### config.mk
export PLATFORM = sky130hd
export DESIGN_NAME = aoi221_exerciser_flat
export DESIGN_NICKNAME = d
export VERILOG_FILES = /design/src/rtl/aoi221_exerciser_pkg.sv /design/src/rtl/aoi221_exerciser_if.sv /design/src/rtl/aoi221_exerciser_sat_cnt.sv /design/src/rtl/aoi221_exerciser.sv /design/src/flat_wrapper.sv
export SDC_FILE = /design/constraint.sdc
export NUM_CORES = 1
export LEC_CHECK = 0
export CAP_MARGIN = 20
export CORE_MARGIN = 8
export CORE_UTILIZATION = 45
export DETAILED_ROUTE_END_ITERATION = 6
export HOLD_SLACK_MARGIN = 0.1
export PLACE_DENSITY = 0.72
export SYNTH_ARGS = -nofsm -noshare
export SYNTH_HDL_FRONTEND = slang
export SYNTH_SLANG_ARGS = --single-unit
### constraint.sdc
create_clock -name clk -period 2.6 [get_ports clk]
set_input_delay 0.78 -clock clk [delete_from_list [all_inputs] [get_ports clk]]
set_output_delay 0.78 -clock clk [all_outputs]
set_load 0.02 [all_outputs]
### src/rtl/aoi221_exerciser_pkg.sv
// Shared types, constants and the reference function for the AOI221 exerciser.
package aoi221_exerciser_pkg;

    typedef enum logic [1:0] {
        IDLE   = 2'd0,
        SETTLE = 2'd1,
        SAMPLE = 2'd2,
        DONE   = 2'd3
    } state_t;

    localparam int NUM_VECTORS = 32;
    localparam int VEC_W       = 5;
    // Wide enough for the largest legal settle interval (15).
    localparam int SETTLE_W    = 4;

    // Reference output of the cell for vector {a1,a2,b1,b2,c}.
    function automatic logic aoi221_expect(input logic [VEC_W-1:0] vec);
        return !((vec[4] & vec[3]) | (vec[2] & vec[1]) | vec[0]);
    endfunction

endpackage

### src/rtl/aoi221_exerciser_if.sv
// Cell-drive and result bundle between the exerciser and its harness.
interface aoi221_exerciser_if
    import aoi221_exerciser_pkg::*;
#(
    parameter int ERR_CNT_W = 6
) ();

    logic                 start;
    logic                 a1;
    logic                 a2;
    logic                 b1;
    logic                 b2;
    logic                 c;
    logic                 zn;
    logic                 busy;
    logic                 done;
    logic                 pass;
    logic [ERR_CNT_W-1:0] err_cnt;
    logic [VEC_W-1:0]     fail_vec;

    // The exerciser drives the cell and publishes results.
    modport master (
        input  start, zn,
        output a1, a2, b1, b2, c, busy, done, pass, err_cnt, fail_vec
    );

    // The harness requests runs, supplies the cell output and reads results.
    modport slave (
        output start, zn,
        input  a1, a2, b1, b2, c, busy, done, pass, err_cnt, fail_vec
    );

endinterface

### src/rtl/aoi221_exerciser_sat_cnt.sv
// Clearable up-counter that sticks at its all-ones value instead of wrapping.
module aoi221_exerciser_sat_cnt #(
    parameter int W = 6
) (
    input  logic         clk,
    input  logic         rst,
    input  logic         clr,
    input  logic         inc,
    output logic [W-1:0] cnt
);

    // Count mismatches; a clear wins over an increment in the same cycle.
    always_ff @(posedge clk or posedge rst) begin
        if (rst) begin
            cnt <= '0;
        end else if (clr) begin
            cnt <= '0;
        end else if (inc && (cnt != {W{1'b1}})) begin
            // NOTE: state registers use non-blocking assignments so every flop samples pre-edge values.
            cnt <= cnt + W'(1);
        end
    end

endmodule

### src/rtl/aoi221_exerciser.sv
// AOI221 self-test sequencer: walks all 32 input vectors, waits a settle
// interval per vector, samples zn against the reference and counts mismatches.
// Optional first-failure capture is enabled by AOI221_EXERCISER_FAIL_LOG_EN.
module aoi221_exerciser
    import aoi221_exerciser_pkg::*;
#(
    parameter int SETTLE_CYCLES = 2,
    parameter int ERR_CNT_W     = 6
) (
    input  logic               clk,
    input  logic               rst,
    aoi221_exerciser_if.master bus
);

    localparam logic [SETTLE_W-1:0] SETTLE_LAST = SETTLE_W'(SETTLE_CYCLES - 1);
    localparam logic [VEC_W-1:0]    VEC_LAST    = VEC_W'(NUM_VECTORS - 1);

    state_t               state_q;
    state_t               state_d;
    logic [VEC_W-1:0]     vec_q;
    logic [SETTLE_W-1:0]  settle_q;
    logic [VEC_W-1:0]     drive_q;
    logic                 load_run;
    logic                 mismatch;
    logic [ERR_CNT_W-1:0] err_cnt;

    // State register; reset aborts any run and returns to IDLE.
    always_ff @(posedge clk or posedge rst) begin
        if (rst) begin
            state_q <= IDLE;
        end else begin
            state_q <= state_d;
        end
    end

    // Next-state decode; start is honoured only in IDLE or DONE.
    always_comb begin
        // NOTE: every always_comb output gets a default first so no path leaves it unassigned (no latch).
        state_d  = state_q;
        load_run = 1'b0;
        case (state_q)
            IDLE, DONE: begin
                if (bus.start) begin
                    state_d  = SETTLE;
                    load_run = 1'b1;
                end
            end
            SETTLE: begin
                if (settle_q == SETTLE_LAST) begin
                    state_d = SAMPLE;
                end
            end
            SAMPLE: begin
                state_d = (vec_q == VEC_LAST) ? DONE : SETTLE;
            end
            default: begin
                state_d = IDLE;
            end
        endcase
    end

    // Case-inequality so an unknown zn in simulation counts as a failure.
    assign mismatch = (state_q == SAMPLE) && (bus.zn !== aoi221_expect(vec_q));

    // Vector, settle and drive registers; drives follow vec on the same edge
    // and drop back to zero once the last vector has been sampled.
    always_ff @(posedge clk or posedge rst) begin
        if (rst) begin
            vec_q    <= '0;
            settle_q <= '0;
            drive_q  <= '0;
        end else begin
            case (state_q)
                IDLE, DONE: begin
                    if (load_run) begin
                        vec_q    <= '0;
                        settle_q <= '0;
                        drive_q  <= '0;
                    end
                end
                SETTLE: begin
                    settle_q <= (settle_q == SETTLE_LAST) ? '0 : settle_q + SETTLE_W'(1);
                end
                SAMPLE: begin
                    if (vec_q != VEC_LAST) begin
                        vec_q   <= vec_q + VEC_W'(1);
                        drive_q <= vec_q + VEC_W'(1);
                    end else begin
                        drive_q <= '0;
                    end
                end
                default: begin
                end
            endcase
        end
    end

    aoi221_exerciser_sat_cnt #(
        .W (ERR_CNT_W)
    ) u_err_cnt (
        .clk (clk),
        .rst (rst),
        .clr (load_run),
        .inc (mismatch),
        .cnt (err_cnt)
    );

`ifdef AOI221_EXERCISER_FAIL_LOG_EN
    logic [VEC_W-1:0] fail_vec_q;

    // Capture the first failing vector; a zero error count marks "none yet"
    // because the saturating counter never returns to zero within a run.
    always_ff @(posedge clk or posedge rst) begin
        if (rst) begin
            fail_vec_q <= '0;
        end else if (load_run) begin
            fail_vec_q <= '0;
        end else if (mismatch && (err_cnt == '0)) begin
            fail_vec_q <= vec_q;
        end
    end

    assign bus.fail_vec = fail_vec_q;
`else
    assign bus.fail_vec = '0;
`endif

    assign {bus.a1, bus.a2, bus.b1, bus.b2, bus.c} = drive_q;
    assign bus.busy    = (state_q == SETTLE) || (state_q == SAMPLE);
    assign bus.done    = (state_q == DONE);
    assign bus.pass    = (state_q == DONE) && (err_cnt == '0);
    assign bus.err_cnt = err_cnt;

endmodule

### src/flat_wrapper.sv
// flat-port wrapper written by rule: the top's interface ports become plain ports
module aoi221_exerciser_flat import aoi221_exerciser_pkg::*;
#(
    parameter int SETTLE_CYCLES = 2,
    parameter int ERR_CNT_W     = 6
)
  (clk, rst, bus_start, bus_zn, bus_a1, bus_a2, bus_b1, bus_b2, bus_c, bus_busy, bus_done, bus_pass, bus_err_cnt, bus_fail_vec);
  aoi221_exerciser_if #(.ERR_CNT_W(ERR_CNT_W)) bus_i ();
  input  logic clk;
  input  logic rst;
  input wire logic [$bits(bus_i.start)-1:0] bus_start;
  input wire logic [$bits(bus_i.zn)-1:0] bus_zn;
  output wire logic [$bits(bus_i.a1)-1:0] bus_a1;
  output wire logic [$bits(bus_i.a2)-1:0] bus_a2;
  output wire logic [$bits(bus_i.b1)-1:0] bus_b1;
  output wire logic [$bits(bus_i.b2)-1:0] bus_b2;
  output wire logic [$bits(bus_i.c)-1:0] bus_c;
  output wire logic [$bits(bus_i.busy)-1:0] bus_busy;
  output wire logic [$bits(bus_i.done)-1:0] bus_done;
  output wire logic [$bits(bus_i.pass)-1:0] bus_pass;
  output wire logic [$bits(bus_i.err_cnt)-1:0] bus_err_cnt;
  output wire logic [$bits(bus_i.fail_vec)-1:0] bus_fail_vec;
  assign bus_i.start = bus_start;
  assign bus_i.zn = bus_zn;
  assign bus_a1 = bus_i.a1;
  assign bus_a2 = bus_i.a2;
  assign bus_b1 = bus_i.b1;
  assign bus_b2 = bus_i.b2;
  assign bus_c = bus_i.c;
  assign bus_busy = bus_i.busy;
  assign bus_done = bus_i.done;
  assign bus_pass = bus_i.pass;
  assign bus_err_cnt = bus_i.err_cnt;
  assign bus_fail_vec = bus_i.fail_vec;
  aoi221_exerciser #(.SETTLE_CYCLES(SETTLE_CYCLES), .ERR_CNT_W(ERR_CNT_W)) u_core (.clk(clk), .rst(rst), .bus(bus_i));
endmodule
==> results.py <==
metrics = {
    "routing": {
        "route.vias.total": 1091,
        "routed_via_density": 5.65,
        "detailedRoute.firstPassIterationCount": 4,
        "postRouteAntennaNets": 0,
        "drc_errors": 0,
        "wl_per_cell_um": 14.0,
        "totalWireLength_mm": 2.70,
        "drtIter0Drc": 102,
    },
    "sta": {
        "grt_setup_unrepaired": "false",
        "setup_tns_ps": 0,
        "setup_viol": 0,
        "fin_skew_ps": 5.15,
        "worst_slew_pin_slew_ps": 584,
        "max_slew_margin_pct": 60.7,
        "fmaxAchievable_ghz": 0.423,
        "finalWorstSetupSlack_ps": 237,
        "report.final.slew_viol_count": 0,
        "timing.final.crit_share_pct": 90.9,
        "timing.final.crit_period_ps": 2360,
        "hold_viol": 0,
    },
    "setup_path": {
        "timing.critical_path.from_type": "flip-flop",
        "worst_ep_required_time_ps": 1820,
        "crit_arrival_ps": 1580,
        "cp-end-kind": "output pin",
        "cp_max_fo": 6,
        "worst-setup-path-type": "reg2out",
    },
    "synthesis": {
        "yosysWarningCount": 0,
        "synth_sequential_area_ratio_pct": 41.9,
        "synth_area_um2": 1310,
        "synth_seq_cells": 22,
        "post_synth.cell_area_avg_um2": 9.38,
        "syn_inst": 140,
        "synth_cell_type_count": 37,
    },
    "grt": {
        "global_route.usage.total_pct": 11.3,
        "grt_antenna_before_repair": 0,
        "grt_start_max_net_pins": 23,
        "vias_in_the_first_global_route": 1088,
        "gr-total-overflow": 0,
        "first_pass_grt_wire_length_mm": 4.83,
    },
    "placed_design": {
        "dp_hpwl_mm": 2.10,
        "routabilityCongestion": 0.854,
        "place_worst_setup_slack_ps": 286,
        "number_of_buffers_added_on_ports": 17,
    },
    "clock_tree": {
        "ctsRootBufferMaster": "clkbuf_4",
        "clock_tree_from_tritoncts": "built",
        "clock_tree.buffer_depth": 2,
        "htree_num_levels": 1,
        "cts.sinks": 22,
        "clk-insertion-delay-late_ps": 300,
        "tritoncts.num_buffers": 3,
        "clk_transition_reported_paths_ps": 130,
    },
    "die": {
        "die_width_um": 70.0,
        "core_footprint_um2": 2760,
        "fp.dieArea_um2": 4900,
        "die_height_um": 70.0,
        "io_pins": 23,
        "rows": 19,
        "initial_util_pct": 47.6,
    },
    "power_and_ir_drop": {
        "peakVddDrop_uv": 547,
        "powerDensity_nw_per_um2": 594,
        "power.static_leakage_uw": 0.000704,
    },
    "layout": {
        "area.growth.synth_to_final_pct": 18.4,
        "most_used_cells_in_the_layout_excluding_fill_and_tap_cells": "dfrtp_1, nand2_1, clkdlybuf4s50_1",
        "nets": 177,
        "diodes": 0,
        "layout.cells.most_common": "dfrtp_1",
        "post_route_cells_drive_above_1_share_pct": 7.41,
        "fillerInstances": 250,
    },
    "min_path": {
        "holdCritPathClass": "reg2reg",
    },
    "status": {
        "status": "finished clean",
    },
    "run": {
        "timing.max_cap.violations": 0,
    },
}
[cells by family (layout without fill, tap and decap cells)]
group / after synthesis / after routing / share of synthesized area (%)
compound gates: 39 / 39 / 18.6
xor+xnor: 5 / 5 / 3.34
fa+ha+maj: 10 / 10 / 9.53
buf+inv: 18 / 36 / 7.91
flops: 22 / 22 / 41.9
mux: 2 / 2 / 1.62
other cells: 1 / 5 / 0.286
simple gates: 43 / 43 / 16.8
[critical path, cell delays in order (launching register included)]
cell and delay, ps:
dfrtp_1 450, inv_1 110, ha_1 150, nand4bb_1 100, nor3_1 120, dlygate4sd2_1 350
[layer usage]
| metal | up-vias | routed length [um] | global-route usage [%] |
|---|---|---|---|
| met2 | 30 | 1290 | 19.3 |
| met1 | 531 | 1240 | 13.3 |
| li1 | 528 | - | - |
| met3 | 2 | 160 | 3.39 |
| met4 | 0 | 14 | 3.35 |
| met5 | - | 0 | 0 |
[metrics by stage]
step | area (um^2) | hold slack, ps | cells | util [%] | total power [uW]
after floorplan | 1330 | 468 | 144 | - | 562
after global placement | 1500 | 464 | 189 | 54.5 | 658
after detailed placement | 1500 | 475 | 189 | 54.5 | 665
after CTS | 1550 | 505 | 193 | 56.4 | 930
after global routing | 1550 | 548 | 193 | 56.4 | 976
final | 1550 | 499 | 193 | 56.4 | 922
[cells in the mapped netlist]
cell / count / area [um^2]
o31ai_1: 5 / 37.5
nor3_1: 1 / 5.00
xor2_1: 2 / 17.5
nor4_1: 1 / 6.26
or4_1: 2 / 15.0
nor2b_1: 1 / 6.26
nor4b_1: 1 / 8.76
a21o_1: 2 / 15.0
dfrtp_1: 22 / 551
o21ai_0: 12 / 60.1
clkbuf_8: 1 / 13.8
buf_4: 5 / 37.5
a21oi_1: 11 / 55.1
o221ai_1: 1 / 8.76
nand2b_1: 3 / 18.8
a31oi_1: 2 / 12.5
buf_6: 1 / 11.3
xnor2_1: 3 / 26.3
o22ai_1: 1 / 6.26
a221oi_2: 1 / 15.0
o21a_1: 1 / 7.51
a41o_1: 1 / 10.0
o41ai_1: 1 / 8.76
mux2i_1: 1 / 10.0
a21boi_0: 1 / 7.51
mux2_2: 1 / 11.3
nand3b_1: 1 / 7.51
nand3_1: 9 / 45.0
ha_1: 10 / 125
nor2_1: 4 / 15.0
and3_2: 1 / 7.51
nand2_1: 16 / 60.1
nand4bb_1: 1 / 11.3
inv_1: 11 / 41.3
and3_1: 1 / 6.26
conb_1: 1 / 3.75
and2_2: 1 / 7.51
[power by group]
group	switching (uW)	internal [uW]	total (uW)	leakage, uW
clock	109	156	264	0.0000279
combinational	118	109	227	0.000410
sequential	54.7	376	431	0.000266
total	282	641	922	0.000704
[cell type report]
cell class,instances,area [um^2],area share [%]
clock buffer,3,22.5,1.45
clock inverter,1,30.0,1.93
inverter,11,41.3,2.66
multi-input combinational,104,673,43.3
sequential,22,551,35.4
tap,31,38.8,2.50
timing repair buffer,21,198,12.7
[final timing paths]
kind                            slack, ps  depth (start not counted)                      end               startpoint
worst max register to register        650                          7          u_core.vec_q[2]          u_core.vec_q[0]
worst max-delay path                  240                          5                 bus_pass  u_core.u_err_cnt.cnt[0]
worst min register to register        500                          2        u_core.drive_q[3]        u_core.drive_q[3]
worst min-delay path                  500                          2        u_core.drive_q[3]        u_core.drive_q[3]
min in group asynchronous             810                          3  u_core.u_err_cnt.cnt[5]                      rst
max in group asynchronous            1560                          3        u_core.state_q[1]                      rst
[flip-flops by register name, indices dropped and copies added (netlist names)]
name	flops
u_core.settle_q	4
u_core.state_q	2
u_core.u_err_cnt.cnt	6
u_core.vec_q	5
u_core.drive_q	5
[timing repair]
item / 4_1_cts / 5_1_grt
endpoints found under the setup margin: 2 / 0
hold buffers: 0 / 0
gates resized for setup: 2 / 0
buffers inserted: 0 / 0
Power figures use the tool's default switching activity.
